## src/rtl/vote_tally.sv

```systemverilog
// N-candidate ballot tally with saturating counters, poll-session FSM and a
// sequential winner scan (one candidate per cycle, lowest index wins ties).
//
// state   | meaning
// --------+------------------------------------------------------------
// S_IDLE  | no session; counters hold, waiting for open_poll
// S_OPEN  | accepting ballots; close_poll moves to the tally scan
// S_TALLY | scanning count[0..N_CAND-1], one index per cycle
// S_DONE  | win/tie/win_count valid; open_poll starts a new session
module vote_tally #(
    parameter int  N_CAND = 4,
    parameter int  CNT_W  = 21,
    localparam int IDX_W  = $clog2(N_CAND)
) (
    input  logic             clk,
    input  logic             rst,
    input  logic             open_poll,
    input  logic             close_poll,
    input  logic             vote_valid,
    input  logic [N_CAND-1:0] vote,
    output logic             vote_ready,
    output logic             vote_err,
    output logic [CNT_W-1:0] total,
    input  logic [IDX_W-1:0] rd_idx,
    output logic [CNT_W-1:0] rd_count,
    output logic             done,
    output logic [IDX_W-1:0] win,
    output logic             tie,
    output logic [CNT_W-1:0] win_count
);

    typedef enum logic [1:0] {S_IDLE, S_OPEN, S_TALLY, S_DONE} state_t;

    localparam logic [CNT_W-1:0] CNT_MAX   = '1;
    localparam logic [IDX_W-1:0] SCAN_LAST = IDX_W'(N_CAND - 1);

    state_t           state, state_nxt;
    logic [CNT_W-1:0] cnt [N_CAND];
    logic [IDX_W-1:0] scan;
    logic [CNT_W-1:0] best, best_nxt;
    logic [IDX_W-1:0] win_nxt;
    logic             tie_nxt;
    logic [CNT_W-1:0] cnt_scan, rd_sel;
    logic             accept, one_hot, start, scan_last;

    assign one_hot    = (vote != '0) && ((vote & (vote - N_CAND'(1))) == '0);
    assign accept     = (state == S_OPEN) && vote_valid;
    assign start      = ((state == S_IDLE) || (state == S_DONE)) && open_poll;
    assign scan_last  = (scan == SCAN_LAST);
    assign vote_ready = (state == S_OPEN);
    assign done       = (state == S_DONE);

    always_ff @(posedge clk) begin
        if (!rst) begin
            state <= S_IDLE;
        end else begin
            state <= state_nxt;
        end
    end

    always_comb begin
        state_nxt = state;
        case (state)
            S_IDLE:  if (open_poll)  state_nxt = S_OPEN;
            S_OPEN:  if (close_poll) state_nxt = S_TALLY;
            S_TALLY: if (scan_last)  state_nxt = S_DONE;
            S_DONE:  if (open_poll)  state_nxt = S_OPEN;
            default: state_nxt = S_IDLE;
        endcase
    end

    // Shared index muxes: one for the scan, one for the registered readout.
    always_comb begin
        cnt_scan = '0;
        rd_sel   = '0;
        for (int i = 0; i < N_CAND; i++) begin
            if (scan == IDX_W'(i))   cnt_scan = cnt[i];
            if (rd_idx == IDX_W'(i)) rd_sel   = cnt[i];
        end
    end

    always_comb begin
        best_nxt = best;
        win_nxt  = win;
        tie_nxt  = tie;
        if (scan == '0) begin
            best_nxt = cnt_scan;
            win_nxt  = '0;
            tie_nxt  = 1'b0;
        end else if (cnt_scan > best) begin
            best_nxt = cnt_scan;
            win_nxt  = scan;
            tie_nxt  = 1'b0;
        end else if (cnt_scan == best) begin
            tie_nxt  = 1'b1;
        end
    end

    always_ff @(posedge clk) begin
        if (!rst) begin
            for (int i = 0; i < N_CAND; i++) cnt[i] <= '0;
            total     <= '0;
            vote_err  <= 1'b0;
            rd_count  <= '0;
            scan      <= '0;
            best      <= '0;
            win       <= '0;
            tie       <= 1'b0;
            win_count <= '0;
        end else begin
            vote_err <= accept && !one_hot;
            rd_count <= rd_sel;
            if (start) begin
                for (int i = 0; i < N_CAND; i++) cnt[i] <= '0;
                total     <= '0;
                scan      <= '0;
                best      <= '0;
                win       <= '0;
                tie       <= 1'b0;
                win_count <= '0;
            end else if (accept && one_hot) begin
                for (int i = 0; i < N_CAND; i++) begin
                    if (vote[i] && (cnt[i] != CNT_MAX)) cnt[i] <= cnt[i] + 1'b1;
                end
                if (total != CNT_MAX) total <= total + 1'b1;
            end else if (state == S_TALLY) begin
                best <= best_nxt;
                win  <= win_nxt;
                tie  <= tie_nxt;
                scan <= scan_last ? '0 : scan + 1'b1;
                if (scan_last) win_count <= best_nxt;
            end
        end
    end

endmodule
```

## config.mk

```make
export PLATFORM = sky130hd
export DESIGN_NAME = vote_tally
export DESIGN_NICKNAME = d
export VERILOG_FILES = /design/src/rtl/vote_tally.sv
export SDC_FILE = /design/constraint.sdc
export NUM_CORES = 1
export LEC_CHECK = 0
export BUFFER_PORTS_ARGS = -buffer_cell sky130_fd_sc_hd__buf_2
export CORE_MARGIN = 5
export CORE_UTILIZATION = 48
export DETAILED_ROUTE_END_ITERATION = 6
export GPL_TIMING_DRIVEN = 0
export HOLD_SLACK_MARGIN = 0.02
export PLACE_DENSITY = 0.66
export SLEW_MARGIN = 20
export SYNTH_ARGS = -nofsm -noshare
export SYNTH_HDL_FRONTEND = slang
export SYNTH_SLANG_ARGS = --single-unit
export TNS_END_PERCENT = 20
```

## constraint.sdc

```tcl
create_clock -name clk -period 4.7 [get_ports clk]
set_clock_uncertainty 0.05 [all_clocks]
set_input_delay 0.235 -clock clk [delete_from_list [all_inputs] [get_ports clk]]
set_output_delay 0.235 -clock clk [all_outputs]
set_load 0.01 [all_outputs]
```

==> out/summary.txt <==
final max-slew violation count - 0
TritonCTS clock tree - yes
Crit path top cell by count - a21oi_1
largest net degree at the start of global routing - 22
Worst path slowest cell - o21ai_0
Buffers on Ports - 79
worst hold stages - 5
DRC errors left - 0
FF-to-FF setup slack - 0.29 ns
Worst Setup Path Type - reg2reg
Synth-to-Final Area Change - 13.56%
CTS Buffer Depth - 2
syn_nets - 1113
grt ovf - 0
CORE AREA - 0.01953 mm2
hold crit path type - in2reg
Clock Sinks - 176
first-pass GRT wire length - 40900 um
Final Non-Filler Cells - 1443
Req. time, crit path - 4.98 ns
setup TNS - 0 ns
number of flops mapped to enable cells by yosys - 63
WL final - 26270 um
die area - 0.02286 mm2
MaxCap Viol Count - 0
Buf+Inv Stages, Crit Path - 4
root buffer cell - clkbuf_16
Finished Core Util - 55.65%
Post-DP Area - 0.01029 mm2
Initial Util - 49.00%
Fmax achieved - 0.2267 GHz
final hold viol count - 0
synthesized cell area - 0.009568 mm2
CP endpoint kind - flip-flop
area taken by multi-input logic gates - 0.004981 mm2
n_diodes - 0
RR Startpoint - scan[0]$_SDFFE_PP0P_
all-layer global routing usage - 23.27%
post-cts hold buffer count - 0
Cell Pwr Density - 432.1 mW/mm2
fillers - 1815
Synth area leader - dfxtp_1
critical-path maximum fanout - 10
min cycle time layout - 4.411 ns
Top FF cell, synth - dfxtp_1
DPL Wire Length - 19740 um
Yosys reg bits - 176
Hold Crit Start - vote[2]
Die Wd - 151.2 um
Slew HR - 38.91%
RSZ-0062 raised after global routing - false
WL/cell - 18.21 um
Crit Reg-Reg Endpoint - win[1]$_SDFFE_PP0P_
Synth Warn # - 0
Num CTS Buffers - 17
Async SR Flop Fraction - 0%
Cell variety after synth - 54
Final nets - 1211
hold path endpoint - cnt[2][20]$_SDFFE_PP0P_
Placed Cells - 1412
CTS clk-pin slew, worst paths - 0.07 ns
Seq/Total Area, Yosys - 43.42%
Post-CTS Setup Bufs - 0
num rows - 51
Worst Reg2Reg Path Length in Cells - 17
worst-margin pin slew - 0.9142 ns
DRT iter0 DRCs - 720
CP startpoint kind - flip-flop
worst IR drop on VDD - 233.9 uV
Routed Antenna Nets - 0
vias in the first global route - 7577
Via-to-Cell Ratio - 5.694
drt first pass iters - 6
layout cells sized above 1 - 14.69%
syn avg cell area - 8.959 um2
Top Family by Delay on Critical Path - compound AO/OA/AOI/OAI gates
final period utilization - 93.84%
Max H-tree Level - 4
Resized Gates After CTS - 0
CP peak stage delay - 0.57 ns
post-route cell area - 0.01087 mm2
status - finished clean
initial antenna violation count - 0
Worst-Skew Late Latency - 0.44 ns
post-synth top area share - 23.64%
Final GP Congestion - 0.9239
CP arrival - 4.69 ns
CP Cell Sequence - inv_1 > ha_1 > clkbuf_1 > clkbuf_1 > nand3b_1 > a21oi_1 > a21oi_1 > o21ai_0 > ha_1 > a21o_1 > a21oi_1 > o21ai_0 > o221a_2 > o21ai_2 > buf_2 > nand3_1 > o41ai_1
FF+latch area - 0.004154 mm2
Final setup viols - 0
cell count after synthesis - 1068
LEAKAGE - 0.003934 uW
chip height - 151.2 um
I/O pin cnt - 80
DR vias - 8216
dominant cells by area after synthesis - dfxtp_1, edfxtp_1, nor2_1
stage by stage:
step                      total power (uW)  worst slack (ns)  hold slack [ns]
after floorplan                       2883             1.369           0.3963
after global placement                3292            0.2425           0.4138
after detailed placement              3315            0.1869           0.4170
after CTS                             4691            0.1365           0.1951
after global routing                  4933           0.01217           0.2241
final                                 4695            0.2895           0.2145
per-layer routing:
| layer | share of wire, % | vias to the layer above | GRT usage [%] |
|---|---|---|---|
| met3 | 9.2 | 48 | 5.865 |
| met5 | 0 | - | 0 |
| met1 | 44 | 3886 | 32.21 |
| li1 | - | 3945 | - |
| met4 | 2.7 | 0 | 7.344 |
| met2 | 44 | 337 | 35.87 |
sequential cells by signal, indices dropped and copies added, names as in the netlist:
| name | cells |
|---|---|
| best | 21 |
| cnt | 84 |
| rd_count | 21 |
| scan | 2 |
| state | 2 |
| tie | 1 |
| total | 21 |
| vote_err | 1 |
| win | 2 |
| win_count | 21 |
power by group:
group / switching (uW) / internal, uW / total [uW]
Sequential: 236 / 1800 / 2030
Clock: 638 / 747 / 1390
Combinational: 803 / 472 / 1280
Total: 1680 / 3020 / 4700
worst reg2reg max path, stage by stage, from the launching register on:
cell	delay (ns)
dfxtp_1	0.36
inv_1	0.12
ha_1	0.16
clkbuf_1	0.33
clkbuf_1	0.47
nand3b_1	0.14
a21oi_1	0.18
a21oi_1	0.06
o21ai_0	0.57
ha_1	0.37
a21o_1	0.16
a21oi_1	0.12
o21ai_0	0.13
o221a_2	0.34
o21ai_2	0.25
buf_2	0.30
nand3_1	0.13
o41ai_1	0.09
worst max path at each step:
stage / start / slack, ns / depth (start not counted) / end
global placement: scan[0]$_SDFFE_PP0P_ / 0.24 / 17 / win[1]$_SDFFE_PP0P_
floorplan: scan[0]$_SDFFE_PP0P_ / 1.37 / 17 / win[1]$_SDFFE_PP0P_
CTS: scan[0]$_SDFFE_PP0P_ / 0.14 / 17 / win[1]$_SDFFE_PP0P_
detailed placement: scan[0]$_SDFFE_PP0P_ / 0.19 / 17 / win[1]$_SDFFE_PP0P_
finish: scan[0]$_SDFFE_PP0P_ / 0.29 / 17 / win[1]$_SDFFE_PP0P_
global route: scan[0]$_SDFFE_PP0P_ / 0.01 / 15 / win_count[11]$_SDFFE_PP0P_
Yosys cell counts (all sizes together) (21+ instances only):
cell / instances
edfxtp: 63
and2: 24
mux4: 21
nand4: 21
nor2: 139
a21oi: 83
ha: 34
o21ai: 99
a31oi: 21
xor2: 43
xnor2: 45
inv: 44
nand2: 121
dfxtp: 113
nand3: 42
clkbuf: 39
cell families (layout without fill, tap and decap cells):
group,Yosys count,after routing,share of synthesized area [%]
XOR/XNOR,88,88,8.055
adder cells (fa/ha/maj),34,34,4.446
AO/OA/AOI/OAI,222,222,12.78
flip-flops,176,176,43.42
buffers and inverters,101,211,4.525
multiplexers,23,23,5.152
AND/OR/NAND/NOR,424,424,21.63
layout make-up:
cell class / instances / share of cell area (%)
Multi-Input combinational cell: 791 / 45.84
Sequential cell: 176 / 38.23
Clock buffer: 20 / 4.399
Timing Repair Buffer: 79 / 3.639
Tap cell: 265 / 3.052
Buffer: 57 / 2.464
Inverter: 44 / 1.520
Clock inverter: 11 / 0.8521
layout by cell type (no fill, tap or decap), drive strengths merged, types with 5 or more instances in the layout:
cell / Yosys / routed
nand3: 42 / 42
a21oi: 83 / 83
clkbuf: 39 / 59
mux4: 21 / 21
edfxtp: 63 / 63
or3: 8 / 8
and3: 10 / 10
nor3: 17 / 17
dfxtp: 113 / 113
clkinv: 0 / 5
a31oi: 21 / 21
xor2: 43 / 43
nand4: 21 / 21
ha: 34 / 34
and2: 24 / 24
nor2: 139 / 139
buf: 18 / 97
xnor2: 45 / 45
o21ai: 99 / 99
inv: 44 / 50
nand3b: 20 / 20
nand2: 121 / 121
and4: 10 / 10
Power figures use the tool's default switching activity.
